$ cat config.mk
export PLATFORM = sky130hd
export DESIGN_NAME = pixel_readout_tx
export DESIGN_NICKNAME = d
export VERILOG_FILES = /design/src/rtl/pixel_readout_tx.sv
export SDC_FILE = /design/constraint.sdc
export NUM_CORES = 1
export LEC_CHECK = 0
export ABC_CLOCK_PERIOD_IN_PS = 2700
export CAP_MARGIN = 20
export CORE_MARGIN = 2
export CORE_UTILIZATION = 58
export DETAILED_ROUTE_END_ITERATION = 7
export PLACE_DENSITY = 0.89
export SETUP_SLACK_MARGIN = 0.3
export SLEW_MARGIN = 5
export SYNTH_ARGS = -nofsm -noshare
export SYNTH_HDL_FRONTEND = slang
export SYNTH_SLANG_ARGS = --single-unit
$ cat constraint.sdc
create_clock -name clk -period 2.7 [get_ports clk]
set_input_delay 0.405 -clock clk [delete_from_list [all_inputs] [get_ports clk]]
set_output_delay 0.405 -clock clk [all_outputs]
set_load 0.05 [all_outputs]
$ cat src/rtl/pixel_readout_tx.sv
// pixel_readout_tx: captures the last sample of each read_1/read_2 window from the
// pixel array buses, queues {channel, code} words in a small circular FIFO and
// streams each 16-bit code as an MSB byte followed by an LSB byte.
//
// Byte link handshake: a byte transfers on a rising clk edge where tx_valid and
// tx_ready are both 1. Once tx_valid is raised it stays high, and tx_data, tx_chan
// and tx_msb stay constant, until that transfer happens. tx_valid never depends
// combinationally on tx_ready.
module pixel_readout_tx #(
    parameter int DW    = 16,
    parameter int DEPTH = 4
) (
    input  logic                       clk,
    input  logic                       reset,
    input  logic                       read_1,
    input  logic                       read_2,
    input  logic [DW-1:0]              pixdata1,
    input  logic [DW-1:0]              pixdata2,
    input  logic                       tx_ready,
    input  logic                       clr_err,
    output logic                       tx_valid,
    output logic [7:0]                 tx_data,
    output logic                       tx_chan,
    output logic                       tx_msb,
    output logic [$clog2(DEPTH):0]     fifo_level,
    output logic                       overflow,
    output logic                       proto_err,
    output logic [1:0]                 state_dbg
);

    localparam int AW = $clog2(DEPTH);
    localparam int LW = AW + 1;

    typedef enum logic [1:0] {
        S_IDLE = 2'd0,
        S_MSB  = 2'd1,
        S_LSB  = 2'd2
    } state_t;

    // Window tracking and hold registers
    logic          r1_q, r1_d;
    logic          r2_q, r2_d;
    logic          bad2_q, bad2_d;
    logic [DW-1:0] hold1_q, hold1_d;
    logic [DW-1:0] hold2_q, hold2_d;

    // FIFO storage: bit DW is the channel, bits DW-1:0 the pixel code
    logic [DW:0]   mem_q [DEPTH];
    logic [DW:0]   mem_d [DEPTH];
    logic [AW-1:0] wr_ptr_q, wr_ptr_d;
    logic [AW-1:0] rd_ptr_q, rd_ptr_d;
    logic [LW-1:0] level_q, level_d;

    // Serializer
    state_t        state_q, state_d;
    logic [DW-1:0] word_q, word_d;
    logic          chan_q, chan_d;

    // Sticky error flags
    logic          ovf_q, ovf_d;
    logic          perr_q, perr_d;

    // Internal strobes
    logic          fall1, fall2, both_high;
    logic          push_req, push_ok, drop_both, pop;
    logic [DW:0]   push_data;
    logic [DW:0]   pop_data;

    // Window capture: hold the latest sample, detect falling windows, pick the word to push
    always_comb begin
        fall1     = r1_q & ~read_1;
        fall2     = r2_q & ~read_2;
        both_high = read_1 & read_2;
        r1_d      = read_1;
        r2_d      = read_2;
        hold1_d   = read_1 ? pixdata1 : hold1_q;
        // read_1 wins when both buses claim the same cycle
        hold2_d   = (read_2 && !read_1) ? pixdata2 : hold2_q;
        // A channel-1 window that overlapped read_1 is poisoned until it falls
        if (fall2) begin
            bad2_d = 1'b0;
        end else if (both_high) begin
            bad2_d = 1'b1;
        end else begin
            bad2_d = bad2_q;
        end
        push_req  = 1'b0;
        push_data = '0;
        drop_both = 1'b0;
        if (fall1) begin
            push_req  = 1'b1;
            push_data = {1'b0, hold1_q};
            // Only one push per cycle: a simultaneous channel-1 fall is lost
            drop_both = fall2;
        end else if (fall2 && !bad2_q) begin
            push_req  = 1'b1;
            push_data = {1'b1, hold2_q};
        end
    end

    // Serializer next state: pop into the shift register, present MSB then LSB byte
    always_comb begin
        state_d  = state_q;
        word_d   = word_q;
        chan_d   = chan_q;
        pop      = 1'b0;
        pop_data = mem_q[rd_ptr_q];
        case (state_q)
            S_IDLE: begin
                if (level_q != '0) begin
                    pop             = 1'b1;
                    {chan_d, word_d} = pop_data;
                    state_d         = S_MSB;
                end
            end
            S_MSB: begin
                if (tx_ready) begin
                    state_d = S_LSB;
                end
            end
            S_LSB: begin
                if (tx_ready) begin
                    if (level_q != '0) begin
                        pop             = 1'b1;
                        {chan_d, word_d} = pop_data;
                        state_d         = S_MSB;
                    end else begin
                        state_d = S_IDLE;
                    end
                end
            end
            default: begin
                state_d = S_IDLE;
            end
        endcase
    end

    // FIFO bookkeeping: a push into a full FIFO only succeeds if a pop frees a slot this cycle
    always_comb begin
        mem_d    = mem_q;
        wr_ptr_d = wr_ptr_q;
        rd_ptr_d = rd_ptr_q;
        push_ok  = push_req && ((level_q != LW'(DEPTH)) || pop);
        if (push_ok) begin
            mem_d[wr_ptr_q] = push_data;
            wr_ptr_d        = wr_ptr_q + AW'(1);
        end
        if (pop) begin
            rd_ptr_d = rd_ptr_q + AW'(1);
        end
        level_d = level_q + LW'(push_ok) - LW'(pop);
    end

    // Sticky flags: a new error in the same cycle as clr_err keeps the flag set
    always_comb begin
        if (drop_both || (push_req && !push_ok)) begin
            ovf_d = 1'b1;
        end else if (clr_err) begin
            ovf_d = 1'b0;
        end else begin
            ovf_d = ovf_q;
        end
        if (both_high) begin
            perr_d = 1'b1;
        end else if (clr_err) begin
            perr_d = 1'b0;
        end else begin
            perr_d = perr_q;
        end
    end

    // State registers; reset discards every queued and in-flight word
    always_ff @(posedge clk or negedge reset) begin
        if (!reset) begin
            r1_q     <= 1'b0;
            r2_q     <= 1'b0;
            bad2_q   <= 1'b0;
            hold1_q  <= '0;
            hold2_q  <= '0;
            mem_q    <= '{default: '0};
            wr_ptr_q <= '0;
            rd_ptr_q <= '0;
            level_q  <= '0;
            state_q  <= S_IDLE;
            word_q   <= '0;
            chan_q   <= 1'b0;
            ovf_q    <= 1'b0;
            perr_q   <= 1'b0;
        end else begin
            r1_q     <= r1_d;
            r2_q     <= r2_d;
            bad2_q   <= bad2_d;
            hold1_q  <= hold1_d;
            hold2_q  <= hold2_d;
            mem_q    <= mem_d;
            wr_ptr_q <= wr_ptr_d;
            rd_ptr_q <= rd_ptr_d;
            level_q  <= level_d;
            state_q  <= state_d;
            word_q   <= word_d;
            chan_q   <= chan_d;
            ovf_q    <= ovf_d;
            perr_q   <= perr_d;
        end
    end

    // Byte link outputs decoded from the serializer state; all zero while idle
    always_comb begin
        tx_valid = 1'b0;
        tx_data  = 8'h00;
        tx_chan  = 1'b0;
        tx_msb   = 1'b0;
        case (state_q)
            S_MSB: begin
                tx_valid = 1'b1;
                tx_data  = word_q[DW-1:DW-8];
                tx_chan  = chan_q;
                tx_msb   = 1'b1;
            end
            S_LSB: begin
                tx_valid = 1'b1;
                tx_data  = word_q[7:0];
                tx_chan  = chan_q;
            end
            default: begin
                tx_valid = 1'b0;
            end
        endcase
    end

    assign fifo_level = level_q;
    assign overflow   = ovf_q;
    assign proto_err  = perr_q;
    assign state_dbg  = state_q;

endmodule

# Word-level counts from Yosys, hierarchy flattened
# Index checks and enable logic that the tools add are counted.
[op_classes]
reduce_logical = 19
order_cmp = 3
bitwise_logic = 7
n_eq_ne = 6
n_mux = 34
addsub = 4
[ops]
columns = ["operator", "count"]
rows = [
  ["2-to-1 mux 17 bit", 5],
  ["bitwise mux 68 bit", 1],
  ["binary-select mux 17 bit (select 2 bit)", 1],
  ["demux 17 bit (select 2 bit)", 1],
  ["2-to-1 mux 16 bit", 2],
  ["case mux 16 bit (2 select lines)", 1],
  ["2-to-1 mux 1 bit", 16],
  ["case mux 8 bit (2 select lines)", 1],
  ["nonzero test 2 bit", 4],
  ["greater-or-equal comparator 3 bit (second input constant)", 2],
  ["2-to-1 mux 2 bit", 3],
  ["inequality test 2 bit (second input constant)", 3],
  ["inverter 2 -> 3 bit", 2],
  ["case mux 2 bit (3 select lines)", 1],
  ["logical AND 1 bit", 5],
  ["adder 2 x 1 -> 2 bit (second input constant)", 2],
  ["case mux 1 bit (2 select lines)", 2],
  ["adder 3 x 1 -> 3 bit", 1],
  ["AND 1 bit", 3],
  ["zero test 1 bit", 3],
  ["less-than comparator 3 x 1 -> 1 bit (second input constant)", 1],
  ["inequality test 3 bit (second input constant)", 1],
  ["AND reduction 3 bit", 1],
  ["nonzero test 3 bit", 1],
  ["8 further kinds", 10],
]
[totals]
inputBits = 38
elab_cells = 90
regBits = 131

# Longest topological paths before layout
[depth]
depth_word = 10
mapped_depth = 10

# Least setup slack after synthesis
# OpenSTA, ideal clock, no wires.
[synth_path]
path_kind = "reg-to-output"
startpoint = "register state_q[0] (netlist: state_dbg[0])"
endpoint = "output tx_data[2]"
path_slack_ps = -79
arrival_ps = 2374
path_stages_with_launch = 5
path_cell_list = "dfrtp_1 ha_1 buf_1 a22oi_1 nor2b_1"
[synth_via]
elab_chain_len = 2
[synth_lines]
columns = ["item", "line_no", "source"]
rows = [
  ["start, declared", "55", "state_t state_q, state_d;"],
  ["start signal, assigned", "199", "state_q <= state_d;"],
  ["equality test 2 bit or equality test 2 x 1 -> 1 bit (tied branches)", "213", "case (state_q)"],
  ["case mux 8 bit (2 select lines) (*)", "213", ""],
  ["end, declared", "22", "output logic [7:0] tx_data,"],
]
# Every way passes the cells marked *; elsewhere a longest branch is shown, timed or not.

# Worst setup path after layout
[layout_path]
startpoint = "register state_q[0] (netlist: state_dbg[0])"
endpoint = "register level_q[2] (netlist: fifo_level[2])"
[layout_via]
elab_chain_len = 6
[layout_lines]
columns = ["item", "line_no", "source"]
rows = [
  ["equality test 2 bit or zero test 2 bit (tied branches)", "108", "case (state_q)"],
  ["case mux 1 bit (2 select lines) (*)", "108", ""],
  ["logical OR 1 bit", "143", "push_ok = push_req && ((level_q != LW'(DEPTH)) || pop);"],
  ["logical AND 1 bit", "143", ""],
  ["adder 3 x 1 -> 3 bit", "151", "level_d = level_q + LW'(push_ok) - LW'(pop);"],
  ["subtractor 3 x 1 -> 3 bit (*)", "151", ""],
  ["net level_d[2]", "52", "logic [LW-1:0] level_q, level_d;"],
  ["end signal, assigned", "198", "level_q <= level_d;"],
  ["end, declared", "52", ""],
]
# Mark *: on every way through the listed nets, which the timed path passes. The rest lies on a longest branch.
# A chain may end at the register's enable or synchronous reset.

==> results_tabular.tex <==
\begin{tabular}{lr}
\hline
Metric & Value \\
\hline
\multicolumn{2}{l}{\textbf{Timing}} \\
\quad Total negative slack & 0 ns \\
\quad Final Critical Period & 2.40 ns \\
\quad Max transition margin & 51.1\% \\
\quad Clock skew after layout & 0.00693 ns \\
\quad Part of the cycle the worst path needs & 88.9\% \\
\quad Fmax achieved & 0.416 GHz \\
\quad Worst Max-Slew Pin Slew & 0.734 ns \\
\quad Hold Vio Cnt, Final & 0 \\
\quad RSZ-0062 raised after global routing & true \\
\quad Number of endpoints failing setup at the final stage & 0 \\
\quad Max-slew violations & 0 \\
\multicolumn{2}{l}{\textbf{Setup path}} \\
\quad Most frequent cell on the critical path & sky130\_fd\_sc\_hd\_\_inv\_1 \\
\quad Category of the worst setup path launch point & register \\
\quad Buffers plus inverters on the worst setup path & 3 \\
\quad Worst path slowest cell & sky130\_fd\_sc\_hd\_\_dfrtp\_2 \\
\quad Max incr delay on CP & 0.43 ns \\
\quad Element type at the critical path end & register \\
\quad Worst endpoint required time & approximately 3.1 ns \\
\quad Critical path, cell by cell & inv\_1 -> ha\_2 -> a21oi\_2 -> a2bb2oi\_2 -> inv\_1 -> ha\_1 -> inv\_1 -> ha\_1 -> fa\_1 -> xnor2\_1 \\
\quad Data arrival time of the critical path & 2.80 ns \\
\quad CP Max Fanout & 5 \\
\quad CP Class & register to register \\
\quad Category of cells accounting for the largest share of critical-path delay & adder cells \\
\multicolumn{2}{l}{\textbf{Floorplan}} \\
\quad Initial standard-cell utilization of the core & between 60\% and 70\% \\
\quad Cell row count & 37 \\
\quad Area of the core region & 0.0104 mm² \\
\quad Height of the die & around 110 µm \\
\quad I/O pin count & 56 \\
\quad Die outline width & approximately 110 µm \\
\quad Floorplan die area & between 0.01 and 0.015 mm² \\
\multicolumn{2}{l}{\textbf{Clock tree}} \\
\quad Insertion delay of the later-clocked pin in the worst-skew pair & 0.52 ns \\
\quad Setup Buffers After CTS & 0 \\
\quad CTS Buf Count & 17 \\
\quad Buffers from clock root to sink, at most & 2 \\
\quad Total number of H-tree levels & 4 \\
\quad Cell chosen for the clock root & sky130\_fd\_sc\_hd\_\_clkbuf\_8 \\
\quad Clock slew at reported path FFs & 0.06 ns \\
\quad CTS tree & done \\
\quad Sinks on the clock net & around 130 \\
\multicolumn{2}{l}{\textbf{Route}} \\
\quad Total Wirelength & $\sim$13000 µm \\
\quad Number of DRC markers in iteration 0 & 373 \\
\quad Via total after detailed routing & 3946 \\
\quad Vias per std cell & approximately 5.7 \\
\quad Post-detailed-route count of antenna-violating nets & 0 \\
\quad Final routed wire length divided by cell count & 19.5 µm \\
\quad First drt pass iteration count & 5 \\
\quad Total DRC errors in the routed layout & 0 \\
\multicolumn{2}{l}{\textbf{Synth}} \\
\quad Yosys Warn Count & 0 \\
\quad Number of synthesized flops with an enable pin & 0 \\
\quad Mapped Cells & 474 \\
\quad Mapped Area & 0.00623 mm² \\
\quad Net Count, Synth & around 520 \\
\quad Seq cells post-synth & 131 \\
\quad Distinct cell type count after synthesis & 39 \\
\quad Mean area per synthesized cell & 13.1 µm² \\
\quad Top flip-flop cell by instance count after synthesis & sky130\_fd\_sc\_hd\_\_dfrtp\_1 \\
\quad FFs w/ async S/R, synth & 100\% \\
\quad Portion of the post-synthesis area used by sequential elements & 52.6\% \\
\multicolumn{2}{l}{\textbf{Final layout}} \\
\quad FF+latch area & 0.00328 mm² \\
\quad Design Area, Final & 0.00764 mm² \\
\quad Number of fill cells & 639 \\
\quad Number of nets at the end of the flow & 592 \\
\quad Area occupied by multi-input gates & about 0.0025 mm² \\
\quad Layout area overhead & 22.6\% \\
\quad Fraction of layout instances using a drive strength above 1 & between 20 and 30\% \\
\quad Antenna cell count & 0 \\
\quad Core occupancy in the finished layout & roughly three quarters \\
\multicolumn{2}{l}{\textbf{Global routing}} \\
\quad Global route overflow & 0 \\
\quad Number of antenna violations at the first check in global routing & 0 \\
\quad Global router's overall resource usage & 25.5\% \\
\quad Pin count of the biggest net entering global routing & between 50 and 60 \\
\quad Vias in the first global route & between 4000 and 5000 \\
\quad Wire length of the first global-routing pass & 22400 µm \\
\multicolumn{2}{l}{\textbf{Run status}} \\
\quad Status & completed \\
\multicolumn{2}{l}{\textbf{Placement}} \\
\quad GPL Wtd Cong & 0.829 \\
\quad Post-detailed-placement cell area & roughly 0.007 mm² \\
\quad Total half-perimeter wirelength after legalization and detailed placement & 8810 µm \\
\quad \# port buffers & 55 \\
\multicolumn{2}{l}{\textbf{Power and ir drop}} \\
\quad Cell leakage power & 3.38 nW \\
\quad Power per unit of standard cell area & 1140 mW/mm² \\
\quad Final Total Pwr & 0.00867 W \\
\quad Peak supply drop & 0.000741 V \\
\multicolumn{2}{l}{\textbf{Run}} \\
\quad Max cap viols & 0 \\
\multicolumn{2}{l}{\textbf{Hold path}} \\
\quad Worst Hold Class & input port to register \\
\hline
\end{tabular}
registers in the layout, summed over array words and instances, names as in the netlist, 2 cells and up:
signal	count
rd_ptr_q	2
wr_ptr_q	2
hold2_q	16
state_dbg	2
fifo_level	3
mem_q	68
word_q	16
hold1_q	16
synth_stat cells, types with 2 or more instances:
master,number,share of area [%]
sky130_fd_sc_hd__nor2_1,2,0.12
sky130_fd_sc_hd__xnor2_1,2,0.28
sky130_fd_sc_hd__clkbuf_1,10,0.60
sky130_fd_sc_hd__mux2i_1,65,10
sky130_fd_sc_hd__and3b_1,16,2.2
sky130_fd_sc_hd__a31oi_1,16,1.6
sky130_fd_sc_hd__buf_6,5,0.90
sky130_fd_sc_hd__buf_1,2,0.12
sky130_fd_sc_hd__nor3b_1,2,0.24
sky130_fd_sc_hd__nor2b_1,9,0.90
sky130_fd_sc_hd__nand2_1,2,0.12
sky130_fd_sc_hd__o221a_1,4,0.72
sky130_fd_sc_hd__xor2_1,3,0.42
sky130_fd_sc_hd__mux2_2,50,9.0
sky130_fd_sc_hd__inv_1,79,4.8
sky130_fd_sc_hd__buf_12,4,1.3
sky130_fd_sc_hd__mux4_2,17,6.1
sky130_fd_sc_hd__ha_1,10,2.0
sky130_fd_sc_hd__a21oi_1,2,0.16
sky130_fd_sc_hd__buf_2,7,0.56
sky130_fd_sc_hd__dfrtp_1,131,53
sky130_fd_sc_hd__o21ai_0,4,0.32
sky130_fd_sc_hd__nand2b_1,2,0.20
sky130_fd_sc_hd__o211ai_1,5,0.60
sky130_fd_sc_hd__a32oi_1,4,0.56
sky130_fd_sc_hd__a22oi_1,8,0.96
report_power, final:
part / internal [W] / switching (W) / leakage [nW] / total [W]
logic: 0.00144 / 0.00168 / 1.40 / 0.00313
registers: 0.00264 / 0.000414 / 1.66 / 0.00305
clock network: 0.00165 / 0.000850 / 0.315 / 0.00250
total: 0.00572 / 0.00295 / 3.38 / 0.00867
per-stage QoR:
| stage | hold slack, ns | setup WS (ns) | cells |
|---|---|---|---|
| after floorplan | 0.109 | 0.281 | 474 |
| after global placement | 0.481 | 0.168 | 659 |
| after detailed placement | 0.491 | 0.154 | 659 |
| after CTS | 0.483 | 0.333 | 692 |
| after global routing | 0.495 | 0.257 | 692 |
| final | 0.492 | 0.298 | 692 |
final cells by class:
type / count / area share (%)
sequential: 131 / 42.9
multi-input combinational: 236 / 32.7
timing repair buffer: 78 / 9.73
clock buffer: 20 / 5.83
inverter: 79 / 3.88
clock inverter: 12 / 2.65
tap: 136 / 2.23
routing by layer:
metal	track usage, %	part of all wire, %	vias up
li1	-	-	1779
met2	42.0	50	139
met5	0	0	-
met3	6.78	6.0	17
met1	33.6	43	2011
met4	6.96	0.98	0
layout by cell type (no fill, tap or decap), types with 2 or more instances in the layout:
cell type and n:
sky130_fd_sc_hd__nor2b_2 5, sky130_fd_sc_hd__bufinv_16 5, sky130_fd_sc_hd__buf_12 3, sky130_fd_sc_hd__clkinv_4 3, sky130_fd_sc_hd__nand2b_1 2, sky130_fd_sc_hd__inv_1 79
sky130_fd_sc_hd__o211ai_1 5, sky130_fd_sc_hd__clkdlybuf4s50_1 43, sky130_fd_sc_hd__mux2i_1 65, sky130_fd_sc_hd__ha_2 2, sky130_fd_sc_hd__nor2_1 2, sky130_fd_sc_hd__mux2_2 50
sky130_fd_sc_hd__xnor2_1 2, sky130_fd_sc_hd__nor2b_4 3, sky130_fd_sc_hd__clkdlybuf4s15_2 2, sky130_fd_sc_hd__dfrtp_1 129, sky130_fd_sc_hd__o21ai_0 4, sky130_fd_sc_hd__dfrtp_2 2
sky130_fd_sc_hd__and3b_1 16, sky130_fd_sc_hd__clkinv_2 2, sky130_fd_sc_hd__clkbuf_16 16, sky130_fd_sc_hd__xor2_1 3, sky130_fd_sc_hd__a31oi_1 16, sky130_fd_sc_hd__buf_4 28
sky130_fd_sc_hd__clkbuf_8 3, sky130_fd_sc_hd__nand2_1 2, sky130_fd_sc_hd__ha_1 8, sky130_fd_sc_hd__a22oi_1 7, sky130_fd_sc_hd__o221a_1 4, sky130_fd_sc_hd__mux4_2 17
sky130_fd_sc_hd__a32oi_1 4
path summary, 6_finish.rpt:
kind                                      end         start  slack [ns]  cells after the start
worst max-delay path            fifo_level[2]  state_dbg[0]        0.30                     10
worst min-delay path                proto_err       clr_err        0.49                      2
worst max register to register  fifo_level[2]  state_dbg[0]        0.30                     10
worst min register to register    hold1_q[12]   hold1_q[12]        0.50                      1
max in group asynchronous           mem_q[21]         reset        1.52                      3
min in group asynchronous         rd_ptr_q[0]         reset        0.50                      2
cell families after synthesis:
kind of cell | Yosys count | share of synthesized area, %
buffers and inverters | 107 | 8.23
DFF | 131 | 52.6
and+or+nand+nor | 40 | 4.82
AOI/OAI and AO/OA | 47 | 5.52
muxes | 133 | 25.8
xor gates and xnor gates | 5 | 0.703
adders and majority gates | 11 | 2.33
what timing repair did:
action,in CTS,in global routing
hold buffers,1,0
setup endpoints to repair,7,7
gates resized for setup,10,2
hold endpoints to repair,51,0
Note: power is estimated with default switching activity, not from simulation.
